--- config.mk ---
export PLATFORM = sky130hd
export DESIGN_NAME = izh_step_scheduler_flat
export DESIGN_NICKNAME = d
export VERILOG_FILES = /design/src/rtl/izh_step_scheduler_if.sv /design/src/rtl/izh_step_scheduler.sv /design/src/flat_wrapper.sv
export SDC_FILE = /design/constraint.sdc
export NUM_CORES = 1
export LEC_CHECK = 0
export BUFFER_PORTS_ARGS = -buffer_cell sky130_fd_sc_hd__buf_2
export CORE_UTILIZATION = 45
export CTS_CLUSTER_SIZE = 8
export DETAILED_ROUTE_END_ITERATION = 8
export HOLD_SLACK_MARGIN = 0.1
export PLACE_DENSITY = 0.78
export SLEW_MARGIN = 10
export SYNTH_ARGS = -nofsm -noshare
export SYNTH_HDL_FRONTEND = slang
export SYNTH_SLANG_ARGS = --single-unit
--- constraint.sdc ---
create_clock -name CLK -period 2.15 [get_ports CLK]
set_clock_uncertainty 0.1 [all_clocks]
set_input_delay 0.1075 -clock CLK [delete_from_list [all_inputs] [get_ports CLK]]
set_output_delay 0.1075 -clock CLK [all_outputs]
set_load 0.03 [all_outputs]
--- src/rtl/izh_step_scheduler_if.sv ---
// Host/neuron-tile signal bundle for the Izhikevich timestep scheduler.
// The slave side is the scheduler; the master side is the tile/host driving it.
interface izh_step_scheduler_if #(
    parameter int NEURON_ADR = 4,
    parameter int N_IN       = 32,
    parameter int CNT_W      = 16
);
    logic                  START;
    logic [N_IN-1:0]       SPIKE_VEC;
    logic                  CFG_WE;
    logic [NEURON_ADR:0]   CFG_ADDR;
    logic [31:0]           CFG_DATA;
    logic                  CFG_READY;
    logic                  CFG_ERR;
    logic                  WE;
    logic [NEURON_ADR:0]   A;
    logic [31:0]           DI;
    logic [NEURON_ADR:0]   DPRA;
    logic                  EN;
    logic                  STEP;
    logic                  SPIKE_IN;
    logic                  SPIKE_OUT;
    logic                  BUSY;
    logic                  DONE;
    logic [CNT_W-1:0]      STEP_COUNT;

    modport slave (
        input  START, SPIKE_VEC, CFG_WE, CFG_ADDR, CFG_DATA, SPIKE_IN,
        output CFG_READY, CFG_ERR, WE, A, DI, DPRA, EN, STEP,
        output SPIKE_OUT, BUSY, DONE, STEP_COUNT
    );

    modport master (
        output START, SPIKE_VEC, CFG_WE, CFG_ADDR, CFG_DATA, SPIKE_IN,
        input  CFG_READY, CFG_ERR, WE, A, DI, DPRA, EN, STEP,
        input  SPIKE_OUT, BUSY, DONE, STEP_COUNT
    );
endinterface

--- src/rtl/izh_step_scheduler.sv ---
// Timestep controller for one Izhikevich tile: weight loading while idle, then
// presynaptic scan, neuron step, spike-latency wait and completion report.
module izh_step_scheduler #(
    parameter int NEURON_ADR = 4,
    parameter int N_IN       = 32,
    parameter int SPIKE_LAT  = 2,
    parameter int CNT_W      = 16
) (
    input  logic                 CLK,
    input  logic                 RST,
    izh_step_scheduler_if.slave  bus
);
    localparam int AW    = NEURON_ADR + 1;
    localparam int LAT_W = (SPIKE_LAT > 1) ? $clog2(SPIKE_LAT) : 1;

    typedef enum logic [2:0] {
        S_IDLE, S_SCAN, S_DRAIN, S_STEPS, S_WAIT, S_FIN
    } state_t;

    state_t            state, state_nxt;
    logic [AW-1:0]     idx;
    logic [N_IN-1:0]   spk;
    logic [N_IN-1:0]   spk_sh;
    logic              en_r;
    logic [LAT_W-1:0]  wcnt;
    logic              we_r;
    logic [AW-1:0]     a_r;
    logic [31:0]       di_r;
    logic              err_r;
    logic              spike_r;
    logic [CNT_W-1:0]  cnt_r;
    logic              accept, scan_last, wait_last;

    // A simultaneous config write wins over START; the START is simply lost.
    assign accept    = (state == S_IDLE) && bus.START && !bus.CFG_WE;
    assign scan_last = (idx == AW'(N_IN - 1));
    assign wait_last = (wcnt == '0);
    assign spk_sh    = spk >> 1;

    always_ff @(posedge CLK or negedge RST) begin
        if (!RST) state <= S_IDLE;
        else      state <= state_nxt;
    end

    always_comb begin
        state_nxt = state;
        case (state)
            S_IDLE:  if (accept)    state_nxt = S_SCAN;
            S_SCAN:  if (scan_last) state_nxt = S_DRAIN;
            S_DRAIN:                state_nxt = S_STEPS;
            S_STEPS:                state_nxt = S_WAIT;
            S_WAIT:  if (wait_last) state_nxt = S_FIN;
            S_FIN:                  state_nxt = S_IDLE;
            default:                state_nxt = S_IDLE;
        endcase
    end

    // Scan: DPRA is idx itself; the latched vector shifts so bit 0 is always
    // the enable for the address being presented.
    always_ff @(posedge CLK or negedge RST) begin
        if (!RST) begin
            idx  <= '0;
            spk  <= '0;
            en_r <= 1'b0;
        end else if (accept) begin
            idx  <= '0;
            spk  <= bus.SPIKE_VEC;
            en_r <= bus.SPIKE_VEC[0];
        end else if (state == S_SCAN) begin
            if (scan_last) begin
                idx  <= '0;
                en_r <= 1'b0;
            end else begin
                idx  <= idx + AW'(1);
                spk  <= spk_sh;
                en_r <= spk_sh[0];
            end
        end
    end

    // Spike-latency wait and completion bookkeeping on the edge entering FIN.
    always_ff @(posedge CLK or negedge RST) begin
        if (!RST) begin
            wcnt    <= '0;
            spike_r <= 1'b0;
            cnt_r   <= '0;
        end else begin
            if (state == S_STEPS)
                wcnt <= LAT_W'(SPIKE_LAT - 1);
            else if (state == S_WAIT && !wait_last)
                wcnt <= wcnt - LAT_W'(1);
            if (state == S_WAIT && wait_last) begin
                spike_r <= bus.SPIKE_IN;
                cnt_r   <= cnt_r + CNT_W'(1);
            end
        end
    end

    // Host weight port: registered pass-through in IDLE, sticky error otherwise.
    always_ff @(posedge CLK or negedge RST) begin
        if (!RST) begin
            we_r  <= 1'b0;
            a_r   <= '0;
            di_r  <= '0;
            err_r <= 1'b0;
        end else if (state == S_IDLE) begin
            we_r <= bus.CFG_WE;
            if (bus.CFG_WE) begin
                a_r  <= bus.CFG_ADDR;
                di_r <= bus.CFG_DATA;
            end
        end else begin
            we_r <= 1'b0;
            if (bus.CFG_WE) err_r <= 1'b1;
        end
    end

    assign bus.BUSY       = (state != S_IDLE);
    assign bus.CFG_READY  = (state == S_IDLE);
    assign bus.STEP       = (state == S_STEPS);
    assign bus.DONE       = (state == S_FIN);
    assign bus.DPRA       = idx;
    assign bus.EN         = en_r;
    assign bus.WE         = we_r;
    assign bus.A          = a_r;
    assign bus.DI         = di_r;
    assign bus.CFG_ERR    = err_r;
    assign bus.SPIKE_OUT  = spike_r;
    assign bus.STEP_COUNT = cnt_r;
endmodule

--- src/flat_wrapper.sv ---
// flat-port wrapper written by rule: the top's interface ports become plain ports
module izh_step_scheduler_flat 
#(
    parameter int NEURON_ADR = 4,
    parameter int N_IN       = 32,
    parameter int SPIKE_LAT  = 2,
    parameter int CNT_W      = 16
)
  (CLK, RST, bus_START, bus_SPIKE_VEC, bus_CFG_WE, bus_CFG_ADDR, bus_CFG_DATA, bus_SPIKE_IN, bus_CFG_READY, bus_CFG_ERR, bus_WE, bus_A, bus_DI, bus_DPRA, bus_EN, bus_STEP, bus_SPIKE_OUT, bus_BUSY, bus_DONE, bus_STEP_COUNT);
  izh_step_scheduler_if #(.NEURON_ADR(NEURON_ADR), .N_IN(N_IN), .CNT_W(CNT_W)) bus_i ();
  input  logic CLK;
  input  logic RST;
  input wire logic [$bits(bus_i.START)-1:0] bus_START;
  input wire logic [$bits(bus_i.SPIKE_VEC)-1:0] bus_SPIKE_VEC;
  input wire logic [$bits(bus_i.CFG_WE)-1:0] bus_CFG_WE;
  input wire logic [$bits(bus_i.CFG_ADDR)-1:0] bus_CFG_ADDR;
  input wire logic [$bits(bus_i.CFG_DATA)-1:0] bus_CFG_DATA;
  input wire logic [$bits(bus_i.SPIKE_IN)-1:0] bus_SPIKE_IN;
  output wire logic [$bits(bus_i.CFG_READY)-1:0] bus_CFG_READY;
  output wire logic [$bits(bus_i.CFG_ERR)-1:0] bus_CFG_ERR;
  output wire logic [$bits(bus_i.WE)-1:0] bus_WE;
  output wire logic [$bits(bus_i.A)-1:0] bus_A;
  output wire logic [$bits(bus_i.DI)-1:0] bus_DI;
  output wire logic [$bits(bus_i.DPRA)-1:0] bus_DPRA;
  output wire logic [$bits(bus_i.EN)-1:0] bus_EN;
  output wire logic [$bits(bus_i.STEP)-1:0] bus_STEP;
  output wire logic [$bits(bus_i.SPIKE_OUT)-1:0] bus_SPIKE_OUT;
  output wire logic [$bits(bus_i.BUSY)-1:0] bus_BUSY;
  output wire logic [$bits(bus_i.DONE)-1:0] bus_DONE;
  output wire logic [$bits(bus_i.STEP_COUNT)-1:0] bus_STEP_COUNT;
  assign bus_i.START = bus_START;
  assign bus_i.SPIKE_VEC = bus_SPIKE_VEC;
  assign bus_i.CFG_WE = bus_CFG_WE;
  assign bus_i.CFG_ADDR = bus_CFG_ADDR;
  assign bus_i.CFG_DATA = bus_CFG_DATA;
  assign bus_i.SPIKE_IN = bus_SPIKE_IN;
  assign bus_CFG_READY = bus_i.CFG_READY;
  assign bus_CFG_ERR = bus_i.CFG_ERR;
  assign bus_WE = bus_i.WE;
  assign bus_A = bus_i.A;
  assign bus_DI = bus_i.DI;
  assign bus_DPRA = bus_i.DPRA;
  assign bus_EN = bus_i.EN;
  assign bus_STEP = bus_i.STEP;
  assign bus_SPIKE_OUT = bus_i.SPIKE_OUT;
  assign bus_BUSY = bus_i.BUSY;
  assign bus_DONE = bus_i.DONE;
  assign bus_STEP_COUNT = bus_i.STEP_COUNT;
  izh_step_scheduler #(.NEURON_ADR(NEURON_ADR), .N_IN(N_IN), .SPIKE_LAT(SPIKE_LAT), .CNT_W(CNT_W)) u_core (.CLK(CLK), .RST(RST), .bus(bus_i));
endmodule
==> out/qor.csv, run 1 <==
metric;value;unit
number of routed nets with antenna violations;0;
buffers added on ports;139;
effective utilization at floorplan;46.1;%
Post-DP Area;0.00491;sq mm
overall die width;96.3;um
Area Overhead vs Synth;46.1;%
global-route wire length before repair;14.4;mm
fraction of synthesized area in multiplexers;10.7;%
Finish-stage setup viols;0;
Post-Syn Nets;408;
most instantiated flip-flop cell in the synthesis netlist;dfrtp_1;
DPL Wire Length;5.88;mm
pin count of the biggest net entering global routing;45;
worst hold path type;in2reg;
adder and majority cell fraction of the synthesized area;0.939;%
netlist area before placement;0.00400;sq mm
Overall Power;5.93;mW
leading cell type in the layout, fill and taps excluded;buf_2;
die footprint;0.00927;sq mm
flop and latch count out of synthesis;97;
total negative setup slack;0;ns
post-synthesis share of cell area spent on and, or, nand and nor gates;13.2;%
drt via density;4.98;
initial drt markers;140;
number of clock sinks seen by CTS;97;
fin. max-slew vios;0;
clock-pin transition on the worst setup and hold timing paths;0.09;ns
sequential-to-total area share from yosys stat;60.7;%
instance count of the mapped netlist;331;
number of post-CTS setup repair buffers;0;
endpoint required time on the critical path;2.29;ns
layout cell share with drive strength beyond 1;39.2;%
Routability Congestion;0.768;
Synth Area per Inst;12.1;sq um
Slew @ Worst Pin;0.746;ns
Lkg Pwr;2.92;nW
# DRC;0;
Root Buffer;clkbuf_8;
All-Layer GR Usage;20.6;%
post-detailed-route wirelength per cell;14.2;um
power density normalized to cell area;1020;mW/mm^2
pre-CTS setup slack;0.0760;ns
total congestion overflow;0;
number of antenna diodes;0;
maximum buffer depth of the clock tree;2;
post-route worst hold slack;0.143;ns
fillers;631;
critical path peak fanout;11;
setup slack on the worst flop-to-flop path;0.14;ns
post-route fraction of the period consumed by the critical path;93.3;%
final critical-path setup slack;0.145;ns
worst rel slew slack;49.7;%
total iterations of the first detailed-routing run;4;
Clk Latency, worst-skew pair;0.36;ns
row cnt;34;
outcome;finished, final reports clean;
main combinational cell family by area after synthesis;simple AND/OR/NAND/NOR gates;
total vias in the final route;3296;
number of nets in the final layout;626;
xor/xnor cell area share of the yosys netlist;3.50;%
EDFF count, synth;0;
RSZ-0062 raised after global routing;false;
library cells used by synthesis;34;
Final Hold Viols;0;
CTS H-tree depth;3;
TritonCTS clock tree;built;
count of boundary I/O pins;140;
initial antenna violation count;0;
Die Y-Extent;96.3;um
number of buffers added by the clock tree synthesis step;9;
type of origin of the critical path;register;
placeable core region;0.00868;sq mm
worst setup path class;reg2reg;
synthesized-area fraction occupied by ao, oa, aoi and oai cells;8.29;%
Crit path arrival time;2.14;ns
minimum clock period after layout;2.01;ns
critical path capture point type;register;
most used cells in the layout excluding fill and tap cells;buf_2, dfrtp_1, nand2_1, dlygate4sd3_1, mux2_2;
Max Clock Freq;0.499;GHz
vias in the first global route;3101;
async set-or-reset flop fraction in the synthesized netlist;100;%
final cell area excluding filler cells;0.00584;sq mm
YS warnings;0;
Routed Wire Length;9.37;mm
reported max-cap violation count;0;
worst IR drop on VDD;0.588;mV
==> power breakdown <==
part	switching [mW]	internal [mW]	leakage [nW]	total, mW
Combinational	1.23	0.864	1.62	2.09
Clock	0.626	0.543	0.0929	1.17
Sequential	0.301	2.37	1.21	2.67
==> area by class of cell <==
type | instances | area (sq um) | area share [%]
clock buffers | 10 | 128 | 2.18
clock inverters | 6 | 67.6 | 1.16
inverters | 3 | 13.8 | 0.236
multi-input cells | 213 | 1490 | 25.4
flip-flops and latches | 97 | 2430 | 41.6
well taps | 108 | 135 | 2.31
repair buffers | 225 | 1580 | 27.1
==> registers in the layout, indices dropped and copies added, names as in the netlist, 3 cells and up <==
register,flops
u_core.bus.A,5
u_core.bus.DI,32
u_core.bus.DPRA,5
u_core.bus.STEP_COUNT,16
u_core.spk,31
u_core.state,3
==> kinds of logic after synthesis <==
family                   after synthesis
AND/OR/NAND/NOR                      111
buffers and inverters                 21
adder cells (fa/ha/maj)                3
AO/OA/AOI/OAI                         45
multiplexers                          38
XOR/XNOR                              16
flip-flops                            97
==> repair_timing <==
action	in CTS	in global routing
gates resized for setup	0	5
hold buffers	72	0
setup endpoints to repair	0	32
hold endpoints to repair	159	0
==> stage by stage <==
stage / util (%) / cells
5_1_grt: 67.3 / 662
4_1_cts: 67.2 / 662
2_1_floorplan: - / 331
3_5_place_dp: 56.6 / 574
6_report: 67.3 / 662
3_3_place_gp: 56.6 / 574
==> synth_stat cells (all sizes together), types with 2 or more instances <==
| library cell | n | area share, % |
|---|---|---|
| dfrtp | 97 | 61 |
| nand2 | 77 | 7.2 |
| mux2 | 38 | 11 |
| a22oi | 30 | 5.6 |
| xnor2 | 12 | 2.6 |
| buf | 9 | 1.6 |
| clkbuf | 9 | 0.84 |
| nand3 | 7 | 0.88 |
| nor2 | 4 | 0.38 |
| o21ai | 4 | 0.50 |
| xor2 | 4 | 0.88 |
| a21oi | 3 | 0.38 |
| and2 | 3 | 0.47 |
| and3 | 3 | 0.47 |
| ha | 3 | 0.94 |
| inv | 3 | 0.28 |
| nand4 | 3 | 0.47 |
| nor2b | 3 | 0.47 |
| nor3 | 3 | 0.38 |
| a22o | 2 | 0.44 |
| a32o | 2 | 0.50 |
| nor4 | 2 | 1.1 |
==> path summary, 6_finish.rpt <==
kind,startpoint,depth (start not counted),to
min in group asynchronous,RST,2,u_core.bus.STEP_COUNT[6]$_DFFE_PN0P_
max in group asynchronous,RST,3,u_core.spk[1]$_DFFE_PN0P_
worst min register to register,u_core.bus.CFG_ERR$_DFFE_PN0P_,1,u_core.bus.CFG_ERR$_DFFE_PN0P_
worst max-delay path,u_core.bus.DPRA[0]$_DFFE_PN0P_,8,u_core.spk[5]$_DFFE_PN0P_
worst min-delay path,bus_START,4,u_core.state[0]$_DFFE_PN0P_
worst max register to register,u_core.bus.DPRA[0]$_DFFE_PN0P_,8,u_core.spk[5]$_DFFE_PN0P_
==> routing by layer <==
layer	part of all wire (%)	GRT usage, %	wire length [um]	vias up
met2	50	36.5	4660	114
met4	1.5	8.08	140	0
met5	0	0	0	-
met3	6.6	4.03	619	13
li1	-	-	-	1580
met1	42	24.5	3960	1589
==> critical path, cell delays in order (launching register included) <==
cell	delay [ns]
dfrtp_2	0.43
ha_1	0.23
and3_1	0.19
ha_2	0.19
nor4b_4	0.28
a21oi_2	0.12
buf_4	0.21
nand2_1	0.08
nand2_1	0.06
(Power assumes the default switching activity.)
==> run 2: changes to the inputs <==
--- a/config.mk
+++ b/config.mk
@@ -11,6 +11,7 @@
 export DETAILED_ROUTE_END_ITERATION = 8
 export HOLD_SLACK_MARGIN = 0.1
 export PLACE_DENSITY = 0.78
+export SETUP_SLACK_MARGIN = 0.2
 export SLEW_MARGIN = 10
 export SYNTH_ARGS = -nofsm -noshare
 export SYNTH_HDL_FRONTEND = slang
==> run 2 against run 1 <==
  * Utilization increased by 3.9 points
  * First-iteration DRC count is 23% lower
  * Cell count is 1.4% higher
  * Count of clock-buffer cells in the layout rose by 1
  * Final area is 5.8% higher
  * Sequential power increased by 1%
  * Total power is 8.7% higher
  * Wire length up 9.9%
  * Via count increased by 2.2%
==> out/qor.csv, run 2 (synthesized netlist as in run 1, its figures left out) <==
metric;value;unit
outcome;finished, final reports clean;
Routability Congestion;0.745;
number of clock sinks seen by CTS;97;
worst rel slew slack;76.8;%
worst stage delay on the critical path;0.43;ns
minimum clock period after layout;1.91;ns
buffers added on ports;139;
total negative setup slack;0;ns
maximum buffer depth of the clock tree;2;
row cnt;34;
Root Buffer;clkbuf_8;
total placed cells including tap cells;574;
Finish-stage setup viols;0;
post-route fraction of the period consumed by the critical path;89.0;%
total vias in the final route;3368;
Crit Reg-Reg Startpoint;u_core.bus.DPRA[1]$_DFFE_PN0P_;
count of boundary I/O pins;140;
drt via density;5.02;
Crit path arrival time;2.10;ns
Clk Latency, worst-skew pair;0.35;ns
overall die width;96.3;um
critical path peak fanout;8;
worst hold path type;in2async;
Routed Wire Length;10.3;mm
total iterations of the first detailed-routing run;4;
DPL Wire Length;6.09;mm
leading cell type in the layout, fill and taps excluded;buf_2;
type of origin of the critical path;register;
Slew @ Worst Pin;0.348;ns
sequential cell area;0.00243;sq mm
total congestion overflow;0;
number of nets in the final layout;635;
most used cells in the layout excluding fill and tap cells;buf_2, dfrtp_1, nand2_1, dlygate4sd3_1, mux2_2;
final critical-path setup slack;0.236;ns
Final Hold Viols;0;
number of routed nets with antenna violations;0;
worst setup path class;reg2reg;
critical path capture point type;register;
max FFs per register;32;
# DRC;0;
die footprint;0.00927;sq mm
Lkg Pwr;3.04;nW
layout cell share with drive strength beyond 1;45.1;%
worst IR drop on VDD;0.570;mV
capturing point of the worst reg2reg path;u_core.spk[23]$_DFFE_PN0P_;
effective utilization at floorplan;46.1;%
most common cell type on the critical path;ha_4;
placeable core region;0.00868;sq mm
Max Clock Freq;0.522;GHz
Final Util;71.2;%
vias in the first global route;3347;
initial drt markers;108;
standard cell with the maximum stage delay on the critical path;dfrtp_2;
fillers;617;
pin count of the biggest net entering global routing;39;
pre-CTS setup slack;0.171;ns
CTS H-tree depth;3;
reported max-cap violation count;0;
area taken by multi-input logic gates;0.00165;sq mm
global-route wire length before repair;15.3;mm
power density normalized to cell area;1040;mW/mm^2
endpoint required time on the critical path;2.34;ns
setup slack on the worst flop-to-flop path;0.24;ns
initial antenna violation count;0;
post-route worst hold slack;0.0848;ns
fin. max-slew vios;0;
clock-pin transition on the worst setup and hold timing paths;0.10;ns
post-detailed-route wirelength per cell;15.4;um
TritonCTS clock tree;built;
number of antenna diodes;0;
critical path, cell by cell;ha_4 > and3_4 > ha_4 > nor4b_4 > buf_6 > clkbuf_16 > a22oi_2 > nand2_1;
path depth of the worst reg2reg path;8;
number of buffers added by the clock tree synthesis step;9;
Post-Layout Cell Count;671;
All-Layer GR Usage;22.3;%
RSZ-0062 raised after global routing;true;
Area Overhead vs Synth;54.6;%
Die Y-Extent;96.3;um
-- run 2: changes by cell type in the layout (fill, tap and decap cells not counted), moves of 2 or more --
cell | before | now
a22oi_1 | 30 | 9
a22oi_2 | 0 | 21
buf_4 | 9 | 14
clkbuf_16 | 0 | 3
buf_12 | 4 | 6
clkinvlp_4 | 2 | 0
ha_4 | 0 | 2
-- run 2: cell type report --
cell class / instances / share of cell area [%]
Multi-Input combinational cell: 213 / 26.7
Timing Repair Buffer: 234 / 27.9
Clock buffer: 11 / 2.29
Inverter: 3 / 0.223
Sequential cell: 97 / 39.3
Tap cell: 108 / 2.19
Clock inverter: 5 / 1.40
-- run 2: timing repair --
action,4_1_cts,5_1_grt
cloned,0,3
hold buffers,73,0
gates resized for setup,1,31
setup buffers,2,4
endpoints found under the hold margin,169,0
pin swaps,0,42
endpoints found under the setup margin,7,39
-- run 2: worst max-delay path, delay by kind of cell (launching register included) --
family | cells | cell delay [ns]
AO/OA/AOI/OAI | 1 | 0.07
buffers and inverters | 2 | 0.37
adder cells (fa/ha/maj) | 2 | 0.32
AND/OR/NAND/NOR | 3 | 0.56
flip-flops | 1 | 0.43
-- run 2: metrics by stage --
stage	total power, mW	instance area, sq um
after floorplan	4.07	4110
after global placement	4.66	4980
after detailed placement	4.75	4980
after CTS	6.21	5960
after global routing	6.80	6180
final	6.45	6180
-- run 2: layer usage --
metal  GRT usage, %  up-vias  wire, um
li1               -     1599         -
met1           24.4     1659      4060
met2           40.8       89      5650
met3           4.42       21       353
met4           11.3        0       243
met5              0        -         0
-- run 2: how the worst max path moves through the flow --
| stage | from | to | depth (start not counted) | slack, ns |
|---|---|---|---|---|
| final | u_core.bus.DPRA[1]$_DFFE_PN0P_ | u_core.spk[23]$_DFFE_PN0P_ | 8 | 0.24 |
| after floorplan | u_core.bus.DPRA[1]$_DFFE_PN0P_ | u_core.spk[30]$_DFFE_PN0P_ | 8 | 0.13 |
| after detailed placement | u_core.wcnt$_DFFE_PN0P_ | u_core.bus.STEP_COUNT[7]$_DFFE_PN0P_ | 4 | 0.17 |
| after global placement | u_core.bus.DPRA[0]$_DFFE_PN0P_ | u_core.bus.EN$_DFFE_PN0P_ | 8 | 0.24 |
| after global routing | u_core.bus.DPRA[1]$_DFFE_PN0P_ | u_core.bus.DPRA[2]$_DFFE_PN0P_ | 8 | 0.15 |
| after CTS | u_core.bus.DPRA[1]$_DFFE_PN0P_ | u_core.bus.DPRA[2]$_DFFE_PN0P_ | 8 | 0.20 |
-- run 2: where the power goes --
part | internal, mW | switching [mW] | leakage [nW]
logic | 1.07 | 1.33 | 1.72
clock network | 0.697 | 0.638 | 0.114
registers | 2.37 | 0.341 | 1.21
total | 4.14 | 2.31 | 3.04
==> run 3: changes to the inputs <==
--- a/config.mk
+++ b/config.mk
@@ -6,11 +6,11 @@
 export NUM_CORES = 1
 export LEC_CHECK = 0
 export BUFFER_PORTS_ARGS = -buffer_cell sky130_fd_sc_hd__buf_2
-export CORE_UTILIZATION = 45
+export CORE_UTILIZATION = 50
 export CTS_CLUSTER_SIZE = 8
 export DETAILED_ROUTE_END_ITERATION = 8
 export HOLD_SLACK_MARGIN = 0.1
-export PLACE_DENSITY = 0.78
+export PLACE_DENSITY = 0.82
 export SETUP_SLACK_MARGIN = 0.2
 export SLEW_MARGIN = 10
 export SYNTH_ARGS = -nofsm -noshare
==> constraint.sdc (replaced) <==
create_clock -name CLK -period 2.2 [get_ports CLK]
set_clock_uncertainty 0.1 [all_clocks]
set_input_delay 0.44 -clock CLK [delete_from_list [all_inputs] [get_ports CLK]]
set_output_delay 0.44 -clock CLK [all_outputs]
set_load 0.03 [all_outputs]
==> run 3 against run 2 <==
  * Sequential share of layout area grew 6.7 points
  * Combinational power shrank 15%
  * Via count decreased by 8.7%
  * Final area decreased by 15%
  * Maximum frequency fell by 6.8%
==> out/qor.csv, run 3 (synthesized netlist as in run 1, its figures left out) <==
metric;value;unit
most used cells in the layout excluding fill and tap cells;buf_2, dfrtp_1, nand2_1, mux2_2, a22oi_1;
combinational power share;35.3;%
Clk Latency, worst-skew pair;0.36;ns
TritonCTS clock tree;built;
number of nets in the final layout;560;
RSZ-0062 raised after global routing;true;
Slew @ Worst Pin;0.638;ns
clock network power share;19.7;%
placeable core region;0.00773;sq mm
total congestion overflow;0;
internal power consumption;3.69;mW
clock-pin transition on the worst setup and hold timing paths;0.09;ns
# DRC;0;
global-route wire length before repair;13.3;mm
max FFs per register;32;
initial antenna violation count;0;
layout cell share with drive strength beyond 1;46.7;%
Area Overhead vs Synth;31.9;%
Root Buffer;clkbuf_8;
pre-CTS setup slack;0.153;ns
Routed Wire Length;8.61;mm
Finish-stage setup viols;0;
total negative setup slack;0;ns
minimum clock period after layout;2.05;ns
switching pwr;2.12;mW
post-route fraction of the period consumed by the critical path;93.4;%
outcome;finished, final reports clean;
leading cell type in the layout, fill and taps excluded;buf_2;
Crit Reg-Reg Startpoint;u_core.bus.DPRA[0]$_DFFE_PN0P_;
maximum buffer depth of the clock tree;2;
Die Y-Extent;91.4;um
final cell area excluding filler cells;0.00528;sq mm
worst IR drop on VDD;0.547;mV
number of buffers added by the clock tree synthesis step;9;
fillers;555;
row cnt;32;
worst setup path class;reg2reg;
number of antenna diodes;0;
fin. max-slew vios;0;
effective utilization at floorplan;51.7;%
number of clock sinks seen by CTS;97;
initial drt markers;84;
Crit path arrival time;2.24;ns
Hold Path Origin;bus_SPIKE_VEC[17];
CTS H-tree depth;3;
number of routed nets with antenna violations;0;
worst rel slew slack;57.0;%
buffers added on ports;139;
reported max-cap violation count;0;
overall die width;91.4;um
Routability Congestion;0.807;
Lkg Pwr;2.68;nW
path depth of the worst reg2reg path;9;
power density normalized to cell area;1100;mW/mm^2
endpoint required time on the critical path;2.39;ns
type of origin of the critical path;register;
proportion of power drawn by flip-flops and latches;45.0;%
worst hold path type;in2reg;
post-detailed-route wirelength per cell;14.6;um
vias in the first global route;2912;
critical path peak fanout;8;
critical path capture point type;register;
switching portion of total power;36.5;%
count of boundary I/O pins;140;
total iterations of the first detailed-routing run;5;
die footprint;0.00836;sq mm
pin count of the biggest net entering global routing;40;
Post-DP Area;0.00493;sq mm
Max Clock Freq;0.487;GHz
total vias in the final route;3074;
DPL Wire Length;6.26;mm
final critical-path setup slack;0.146;ns
Final Hold Viols;0;
worst hold path depth;3;
worst setup path startpoint;u_core.bus.DPRA[0]$_DFFE_PN0P_;
All-Layer GR Usage;20.3;%
drt via density;5.21;
-- run 3: worst max-delay path, cell delays in order (launching register included) --
cell and delay [ns]:
dfrtp_2 0.45, ha_4 0.17, and3_4 0.18, ha_4 0.17
nor4b_4 0.25, buf_4 0.18, buf_8 0.13, clkbuf_16 0.15
a22oi_1 0.11, nand2_1 0.09
-- run 3: path summary, 6_finish.rpt --
path	to	slack (ns)
worst max-delay path	u_core.spk[30]$_DFFE_PN0P_	0.15
worst min-delay path	u_core.spk[17]$_DFFE_PN0P_	0.20
worst max register to register	u_core.spk[30]$_DFFE_PN0P_	0.15
worst min register to register	u_core.bus.CFG_ERR$_DFFE_PN0P_	0.36
max in group asynchronous	u_core.bus.DPRA[1]$_DFFE_PN0P_	0.82
min in group asynchronous	u_core.bus.DI[2]$_DFFE_PN0P_	0.47
-- run 3: per-stage QoR --
stage | util [%] | std cells | total power, mW | hold WS [ns]
floorplan | - | 331 | 3.97 | 0.0444
global placement | 63.7 | 567 | 4.51 | 0.337
detailed placement | 63.7 | 567 | 4.61 | 0.339
CTS | 66.5 | 584 | 5.74 | 0.184
global route | 68.3 | 590 | 6.11 | 0.190
finish | 68.3 | 590 | 5.80 | 0.198
-- run 3: layer usage --
layer,up-vias,track usage [%],part of all wire (%)
li1,1462,-,-
met1,1466,24.5,41
met2,132,35.0,50
met3,14,4.86,7.5
met4,0,7.80,1.4
met5,-,0,0
-- run 3: what timing repair did --
| item | CTS | global route |
|---|---|---|
| hold buffers | 1 | 0 |
| pin swaps | 1 | 10 |
| hold endpoints to repair | 35 | 0 |
| cloned | 0 | 3 |
| setup endpoints to repair | 33 | 34 |
| setup buffers | 0 | 3 |
| resized for setup | 1 | 17 |
-- run 3: power groups by stage --
stage                     clock (mW)  combinational, mW  sequential [mW]
final                           1.14               2.05             2.61
after global placement             0               1.90             2.61
after detailed placement           0               1.96             2.64
after CTS                       1.16               1.97             2.61
after floorplan                    0              0.772             3.20
after global routing            1.23               2.20             2.68
-- run 3: final cells by class --
| class | instances | area, sq um | share of cell area [%] |
|---|---|---|---|
| clock buffer | 11 | 131 | 2.49 |
| clock inverter | 5 | 65.1 | 1.23 |
| inverter | 3 | 13.8 | 0.261 |
| multi-input combinational | 213 | 1560 | 29.5 |
| sequential | 97 | 2430 | 46.1 |
| tap | 102 | 128 | 2.42 |
| timing repair buffer | 159 | 953 | 18.1 |
